[config.mk]
export PLATFORM = sky130hd
export DESIGN_NAME = risc_program_loader
export DESIGN_NICKNAME = d
export VERILOG_FILES = /design/src/rtl/risc_pkg.sv /design/src/rtl/risc_loader_assembler.sv /design/src/rtl/risc_program_loader.sv
export SDC_FILE = /design/constraint.sdc
export NUM_CORES = 1
export LEC_CHECK = 0
export ABC_AREA = 1
export CAP_MARGIN = 25
export CORE_MARGIN = 2
export CORE_UTILIZATION = 35
export DETAILED_ROUTE_END_ITERATION = 8
export GPL_TIMING_DRIVEN = 0
export PLACE_DENSITY = 0.57
export SKIP_CTS_REPAIR_TIMING = 1
export SLEW_MARGIN = 10
export SYNTH_ARGS = -nofsm -noshare
export SYNTH_HDL_FRONTEND = slang
export SYNTH_SLANG_ARGS = --single-unit
export TNS_END_PERCENT = 30
[constraint.sdc]
create_clock -name clk -period 2.96 [get_ports clk]
set_input_delay 0.444 -clock clk [delete_from_list [all_inputs] [get_ports clk]]
set_output_delay 0.444 -clock clk [all_outputs]
set_load 0.01 [all_outputs]
[src/rtl/risc_pkg.sv]
// Shared definitions for the RISC boot-time program loader.
package risc_pkg;

    localparam int unsigned WORD_W = 32;

    typedef enum logic [2:0] {
        LEN0 = 3'd0,
        LEN1 = 3'd1,
        DATA = 3'd2,
        CSUM = 3'd3,
        RUN  = 3'd4,
        ERR  = 3'd5
    } state_e;

endpackage

[src/rtl/risc_loader_assembler.sv]
// Packs payload bytes little-endian into 32-bit words and keeps the running XOR checksum.
module risc_loader_assembler
    import risc_pkg::*;
(
    input  logic              clk,
    input  logic              rst,
    input  logic              clr,
    input  logic              byte_en,
    input  logic [7:0]        byte_in,
    output logic              word_done,
    output logic              word_ready,
    output logic [WORD_W-1:0] word,
    output logic [7:0]        csum
);

    logic [1:0]        idx_q;
    logic [23:0]       shift_q;
    logic [WORD_W-1:0] word_q;
    logic              word_ready_q;
    logic [7:0]        csum_q;

    // Combinational: the byte being accepted right now completes a word.
    assign word_done = byte_en && (idx_q == 2'd3);

    always_ff @(posedge clk) begin
        if (rst) begin
            idx_q        <= '0;
            shift_q      <= '0;
            word_q       <= '0;
            word_ready_q <= 1'b0;
            csum_q       <= '0;
        end else if (clr) begin
            idx_q        <= '0;
            word_ready_q <= 1'b0;
            csum_q       <= '0;
        end else begin
            word_ready_q <= word_done;
            if (byte_en) begin
                idx_q  <= idx_q + 2'd1;
                csum_q <= csum_q ^ byte_in;
                unique case (idx_q)
                    2'd0: shift_q[7:0]   <= byte_in;
                    2'd1: shift_q[15:8]  <= byte_in;
                    2'd2: shift_q[23:16] <= byte_in;
                    2'd3: word_q         <= {byte_in, shift_q};
                endcase
            end
        end
    end

    assign word_ready = word_ready_q;
    assign word       = word_q;
    assign csum       = csum_q;

endmodule

[src/rtl/risc_program_loader.sv]
// Boot loader: receives a length-prefixed, checksummed byte image, writes it to instruction
// memory and releases the core from reset once the checksum matches.
module risc_program_loader
    import risc_pkg::*;
#(
    parameter int unsigned ADDR_W = 10
) (
    input  logic              clk,
    input  logic              rst,
    input  logic [7:0]        in_data,
    input  logic              in_valid,
    output logic              in_ready,
    input  logic              reload,
    output logic              imem_we,
    output logic [ADDR_W-1:0] imem_addr,
    output logic [WORD_W-1:0] imem_wdata,
    output logic              core_rst,
    output logic              load_done,
    output logic              load_err
);

    localparam int unsigned MAX_WORDS = 2 ** ADDR_W;

    state_e            state_q, state_d;
    logic [7:0]        len_lo_q;
    logic [ADDR_W:0]   len_q;
    logic [ADDR_W:0]   wcnt_q;
    logic [ADDR_W-1:0] addr_q;
    logic [15:0]       len_full;
    logic              fire, byte_en, clr, word_done;
    logic [7:0]        csum;
    logic              in_ready_q, core_rst_q, load_done_q, load_err_q;
    logic              in_ready_d, core_rst_d, load_done_d, load_err_d;

    assign fire     = in_valid && in_ready_q;
    assign len_full = {in_data, len_lo_q};
    assign byte_en  = fire && (state_q == DATA);
    assign clr      = (state_q == RUN) && reload;

    risc_loader_assembler u_asm (
        .clk        (clk),
        .rst        (rst),
        .clr        (clr),
        .byte_en    (byte_en),
        .byte_in    (in_data),
        .word_done  (word_done),
        .word_ready (imem_we),
        .word       (imem_wdata),
        .csum       (csum)
    );

    always_ff @(posedge clk) begin
        if (rst) begin
            state_q  <= LEN0;
            len_lo_q <= '0;
            len_q    <= '0;
            wcnt_q   <= '0;
            addr_q   <= '0;
        end else begin
            state_q <= state_d;
            if (fire && state_q == LEN0) len_lo_q <= in_data;
            if (fire && state_q == LEN1) len_q <= len_full[ADDR_W:0];
            if (word_done) begin
                addr_q <= wcnt_q[ADDR_W-1:0];
                wcnt_q <= wcnt_q + (ADDR_W + 1)'(1);
            end
            if (clr) wcnt_q <= '0;
        end
    end

    always_comb begin
        state_d = state_q;
        case (state_q)
            LEN0: if (fire) state_d = LEN1;
            LEN1: begin
                if (fire) begin
                    if (32'(len_full) > MAX_WORDS) state_d = ERR;
                    else if (len_full == '0)       state_d = CSUM;
                    else                           state_d = DATA;
                end
            end
            DATA: if (word_done && (wcnt_q + (ADDR_W + 1)'(1)) == len_q) state_d = CSUM;
            CSUM: if (fire) state_d = (in_data == csum) ? RUN : ERR;
            RUN:  if (reload) state_d = LEN0;
            ERR:  state_d = ERR;
            default: state_d = ERR;
        endcase
    end

    // Flags are decoded from the next state so they are registered yet aligned with it.
    always_comb begin
        in_ready_d  = (state_d == LEN0) || (state_d == LEN1) ||
                      (state_d == DATA) || (state_d == CSUM);
        core_rst_d  = (state_d != RUN);
        load_done_d = (state_d == RUN);
        load_err_d  = (state_d == ERR);
    end

    always_ff @(posedge clk) begin
        if (rst) begin
            in_ready_q  <= 1'b1;
            core_rst_q  <= 1'b1;
            load_done_q <= 1'b0;
            load_err_q  <= 1'b0;
        end else begin
            in_ready_q  <= in_ready_d;
            core_rst_q  <= core_rst_d;
            load_done_q <= load_done_d;
            load_err_q  <= load_err_d;
        end
    end

    assign in_ready  = in_ready_q;
    assign core_rst  = core_rst_q;
    assign load_done = load_done_q;
    assign load_err  = load_err_q;
    assign imem_addr = addr_q;

endmodule

==> results of run 1 <==
## synth_stat cells, types with 4 or more instances
cell / count / share of area
clkbuf_1: 21 / 0.017
inv_1: 43 / 0.034
nor2_4: 5 / 0.012
ha_1: 5 / 0.013
xnor2_1: 6 / 0.011
o21ai_0: 76 / 0.080
xor2_1: 4 / 0.0073
nor2_1: 94 / 0.074
a21oi_1: 71 / 0.074
nand4_1: 5 / 0.0066
nor2_2: 6 / 0.0079
buf_2: 12 / 0.013
nand3_1: 47 / 0.049
nand2_1: 90 / 0.071
inv_2: 5 / 0.0039
dfxtp_1: 114 / 0.48
## registers in the layout, summed over array words and instances, names as in the netlist
name	flops
u_asm.idx_q	2
load_err	1
core_rst	1
len_lo_q	8
state_q	3
wcnt_q	11
u_asm.word_ready	1
u_asm.word	32
len_q	11
u_asm.shift_q	24
in_ready	1
u_asm.csum	8
imem_addr	10
load_done	1
## report_power, final
| part | switching [W] | internal (W) | leakage [nW] | total [W] |
|---|---|---|---|---|
| combinational | 0.000138 | 0.0000639 | 1.26 | 0.000202 |
| sequential | 0.0000184 | 0.00157 | 0.921 | 0.00159 |
| clock | 0.000704 | 0.00138 | 0.287 | 0.00208 |
| total | 0.000861 | 0.00301 | 2.47 | 0.00387 |
## per-layer routing
layer	share of wire	GRT usage	up-vias
met3	0.048	0.0538	38
met2	0.47	0.310	117
li1	-	-	2209
met1	0.45	0.223	2036
met4	0.033	0.0938	0
met5	0	0	-
## stage by stage
stage / cells / utilization / hold slack (ns) / setup WS, ns
global route: 891 / 0.460 / 0.438 / 0.790
finish: 891 / 0.460 / 0.436 / 1.01
CTS: 891 / 0.460 / 0.420 / 1.00
global placement: 861 / 0.415 / 0.454 / 0.683
floorplan: 633 / - / 0.441 / 1.46
detailed placement: 861 / 0.415 / 0.454 / 0.668
## final cells by class
class / count / share of cell area
Tap cell: 176 / 0.0360
Timing Repair Buffer: 52 / 0.0851
Clock buffer: 21 / 0.0770
Multi-Input combinational cell: 432 / 0.349
Inverter: 49 / 0.0301
Clock inverter: 9 / 0.0215
Sequential cell: 114 / 0.373
Buffer: 38 / 0.0280
## cells by family (layout without fill, tap and decap cells)
kind of cell	Yosys count	after routing	share of synthesized area
simple gates	262	262	0.249
compound gates	155	155	0.167
flops	114	114	0.478
buf+inv	87	169	0.0745
xor+xnor	10	10	0.0184
fa+ha+maj	5	5	0.0131
## critical path, delay by kind of cell, from the launching register on
kind / cells / cell delay [ns]
adders and majority gates: 1 / 0.34
and+or+nand+nor: 11 / 1.04
DFF: 1 / 0.46
## worst max path at each step
stage | from | end | slack, ns
finish | wcnt_q[1]$_SDFFE_PP0P_ | load_done$_SDFF_PP0_ | 1.01
global route | wcnt_q[1]$_SDFFE_PP0P_ | load_done$_SDFF_PP0_ | 0.79
CTS | wcnt_q[1]$_SDFFE_PP0P_ | load_done$_SDFF_PP0_ | 1.00
detailed placement | in_valid | u_asm.word[24]$_SDFFE_PP0P_ | 0.67
global placement | in_valid | u_asm.word[24]$_SDFFE_PP0P_ | 0.68
floorplan | wcnt_q[0]$_SDFFE_PP0P_ | load_done$_SDFF_PP0_ | 1.46
==> results_dict.tcl, run 1 <==
set metrics [dict create \
    result_of_the_run "finished, final reports clean" \
    core_area_um2 13300 \
    max-vdd-ir-drop_mv 0.330 \
    rr_startpoint "wcnt_q[1]$_SDFFE_PP0P_" \
    place_area_um2 5510 \
    port_buffers 52 \
    power-per-cell-area_nw_per_um2 633 \
    clock.fmax_mhz 513 \
    setup_tns_ns 0 \
    area.sequential_um2 2280 \
    worst_setup_sp_type "flop" \
    synthArstFlopShare 0 \
    postRouteWirelength_um 13000 \
    final_nets 721 \
    grt_pass1_wl_um 21400 \
    syn_area_um2 4770 \
    fin_crit_ns 1.95 \
    remaining_routing_drc_violations 0 \
    fp.dieW_um 121 \
    dieHeight_um 121 \
    final_max_slew_viol_count 0 \
    holdPathEnd "u_asm.shift_q[6]$_SDFFE_PP0P_" \
    via_count_of_the_first_global_routing_pass 4455 \
    rows 42 \
    n_fill_cell 1315 \
    synth_cells 633 \
    cts_tree "built" \
    clock_path_buffers 2 \
    globalplace.congestion 0.844 \
    holdCritStartpoint "in_data[6]" \
    routed-via-count 4400 \
    area.growth.synth_to_final_pct 28.1 \
    finalCritPeriodShare 0.658 \
    leakage_nw 2.47 \
    synth_fp_nets 650 \
    clock_insertion_delay_worst_skew_ns 0.41 \
    setup_viol_count_final 0 \
    initial_core_util 0.359 \
    most_instantiated_flip_flop_cell_in_the_synthesis_netlist "dfxtp_1" \
    worst_slew_pin_slew_ns 0.661 \
    layout_common_cells "dfxtp_1 (114), nor2_1 (94), nand2_1 (90), o21ai_0 (76), a21oi_1 (71)" \
    ff2ff_setup_slack_ns 1.01 \
    hold_viol_final 0 \
    syn-mean-instance-area_um2 7.54 \
    worst_ep_required_time_ns 3.26 \
    mostFrequentLayoutCell "dfxtp_1" \
    setup_repair_after_global_routing_missed_its_margin "false" \
    critPathCaptureType "flop" \
    pin_count_of_the_biggest_net_entering_global_routing 17 \
    cts_buffers 17 \
    wirelength_per_cell_um 14.6 \
    hp-class "in2reg" \
    synth_warnings 0 \
    post-dp-hpwl_um 9170 \
    htree_levels 4 \
    worst-path-max-fanout 6 \
    seq_area_frac_synth 0.478 \
    ioPinCount 59 \
    multi_input_comb_area_um2 2130 \
    worst_setup_hold_path_clk_slew_ns 0.05 \
    ys_ff_latch 114 \
    grt_antenna_before_repair 0 \
    synth_edf_count 0 \
    cpPeakStageDelay_ns 0.46 \
    r2r_cells 12 \
    final_layout_size_suffix_gt1_frac 0.103 \
    n_antenna_cell 0 \
    total_power_w 0.00387 \
    worst_clock_skew_ns 0.00697 \
    reg2reg_to "load_done$_SDFF_PP0_" \
    cp_cell_sequence "ha_1 > nand3_1 > nor2_1 > nand2_1 > nand2_1 > nor2_1 > nor2_1 > nand2_1 > nor2_2 > nand3_2 > nand2_1 > nor2_1" \
    root_buffer "clkbuf_16" \
    holdPathStages 3 \
    tritoncts_num_sinks 114 \
    yosysUniqueCellTypes 34 \
    die-area_um2 14600 \
    drtPass1Iterations 5 \
    cpMaxStageDelayCell "dfxtp_1" \
    cp.arrival_ns 2.25 \
    ant_nets 0 \
    grt-ovfl-total 0 \
    routed_via_density 4.94 \
    timing.slew.headroom 0.559 \
    drt-initial-drc-count 233 \
    critical_path_class "reg2reg" \
    design_area_um2 6110 \
    cap_viol_max_count 0 \
    grt_resource_usage_total 0.188 \
]
(Power assumes the default switching activity.)
==> run 2, diff against run 1 <==
Clock period 2.96 ns to 1.8 ns, I/O delays scaled along.
==> run 2 against run 1 <==
Against the previous run:
- combinational power rose by 66%
- sequential cell count did not move
- clock power up 64%
- clock skew up 0.0030 ns
- largest cell class unchanged
- sequential power is 64% higher
==> results_dict.tcl, run 2 (synthesis gave the netlist of run 1 again) <==
set metrics [dict create \
    result_of_the_run "finished, final reports clean" \
    htree_levels 4 \
    dieHeight_um 121 \
    routed_via_density 4.91 \
    worst-path-max-fanout 6 \
    placement.setup.worst_slack_ns -0.318 \
    pin_count_of_the_biggest_net_entering_global_routing 17 \
    die-area_um2 14600 \
    globalplace.congestion 0.844 \
    final_nets 722 \
    tritoncts_num_sinks 114 \
    cap_viol_max_count 0 \
    routed-via-count 4383 \
    power-per-cell-area_nw_per_um2 1030 \
    drtPass1Iterations 5 \
    layout_common_cells "dfxtp_1 (112), nor2_1 (92), nand2_1 (90), o21ai_0 (76), a21oi_1 (71)" \
    grt_resource_usage_total 0.188 \
    initial_core_util 0.359 \
    remaining_routing_drc_violations 0 \
    clock_path_buffers 2 \
    clock_insertion_delay_worst_skew_ns 0.41 \
    postRouteWirelength_um 12900 \
    worst_setup_hold_path_clk_slew_ns 0.06 \
    max-vdd-ir-drop_mv 0.543 \
    cts_tree "built" \
    rows 42 \
    total_power_w 0.00636 \
    finalCritPeriodShare 0.935 \
    cts_buffers 17 \
    hp-class "in2reg" \
    wirelength_per_cell_um 14.5 \
    fp.dieW_um 121 \
    final_layout_size_suffix_gt1_frac 0.112 \
    fin_crit_ns 1.68 \
    leakage_nw 2.48 \
    timing.slew.headroom 0.554 \
    hold_viol_final 0 \
    core_area_um2 13300 \
    area.growth.synth_to_final_pct 29.0 \
    worst_setup_sp_type "flop" \
    drt-initial-drc-count 280 \
    clock.fmax_mhz 594 \
    ant_nets 0 \
    setup_repair_after_global_routing_missed_its_margin "true" \
    critPathCaptureType "flop" \
    cp.arrival_ns 1.98 \
    root_buffer "clkbuf_16" \
    setup_viol_count_final 0 \
    grt_antenna_before_repair 0 \
    worst_clock_skew_ns 0.00994 \
    worst_ep_required_time_ns 2.09 \
    grt_pass1_wl_um 21400 \
    setup_ws_ns 0.117 \
    critical_path_class "reg2reg" \
    grt-ovfl-total 0 \
    post-dp-hpwl_um 9170 \
    mostFrequentLayoutCell "dfxtp_1" \
    setup_tns_ns 0 \
    worst_slew_pin_slew_ns 0.670 \
    ioPinCount 59 \
    port_buffers 52 \
    largest_reg_flops 32 \
    via_count_of_the_first_global_routing_pass 4455 \
    final_max_slew_viol_count 0 \
    n_antenna_cell 0 \
]
[run 2: cell types whose count changed in the layout (fill, tap and decap cells not counted)]
cell / before / now
dfxtp_1: 114 / 112
ha_4: 0 / 1
o21ai_4: 0 / 1
nor2_1: 94 / 92
ha_1: 5 / 4
buf_2: 12 / 11
buf_4: 3 / 5
nor2_2: 6 / 8
o21ai_2: 1 / 0
dfxtp_4: 0 / 2
[run 2: final cells by class]
type                    count  area (um^2)
plain buffers              38          174
clock buffers              21          470
inverters                  49          184
multi-input cells         432         2160
well taps                 176          220
repair buffers             53          528
flip-flops and latches    114         2290
clock inverters             9          131
fillers                  1307         7140
[run 2: worst paths after layout]
| check | startpoint | to | slack (ns) | cells past startpoint |
|---|---|---|---|---|
| max | wcnt_q[1]$_SDFFE_PP0P_ | load_done$_SDFF_PP0_ | 0.12 | 12 |
| min | in_data[6] | u_asm.shift_q[22]$_SDFFE_PP0P_ | 0.26 | 3 |
| max reg2reg | wcnt_q[1]$_SDFFE_PP0P_ | load_done$_SDFF_PP0_ | 0.12 | 12 |
| min reg2reg | u_asm.shift_q[11]$_SDFFE_PP0P_ | u_asm.shift_q[11]$_SDFFE_PP0P_ | 0.46 | 2 |
[run 2: critical path, stage by stage, from the launching register on]
cell and delay, ns:
dfxtp_4 0.39, ha_4 0.18, nand3_1 0.14, nor2_2 0.15, nand2_1 0.06, nand2_1 0.08, nor2_1 0.05, nor2_1 0.09
nand2_1 0.10, nor2_2 0.11, nand3_2 0.10, nand2_1 0.07, nor2_1 0.03
[run 2: where the power goes]
group	internal (W)	switching, W
registers	0.00258	0.0000307
logic	0.000108	0.000228
clock network	0.00226	0.00115
[run 2: routing by layer]
layer	up-vias	track usage	wire (um)
met5	-	0	0
met4	0	0.0938	391
met3	35	0.0538	598
met2	116	0.310	6100
met1	2019	0.223	5860
li1	2213	-	-
[run 2: metrics by stage]
| stage | std cells | hold slack, ns | util | area [um^2] |
|---|---|---|---|---|
| 6_report | 892 | 0.263 | 0.463 | 6160 |
| 5_1_grt | 892 | 0.264 | 0.463 | 6160 |
| 4_1_cts | 891 | 0.246 | 0.460 | 6110 |
| 3_5_place_dp | 861 | 0.454 | 0.415 | 5510 |
| 3_3_place_gp | 861 | 0.454 | 0.415 | 5510 |
| 2_1_floorplan | 633 | 0.435 | - | 4770 |
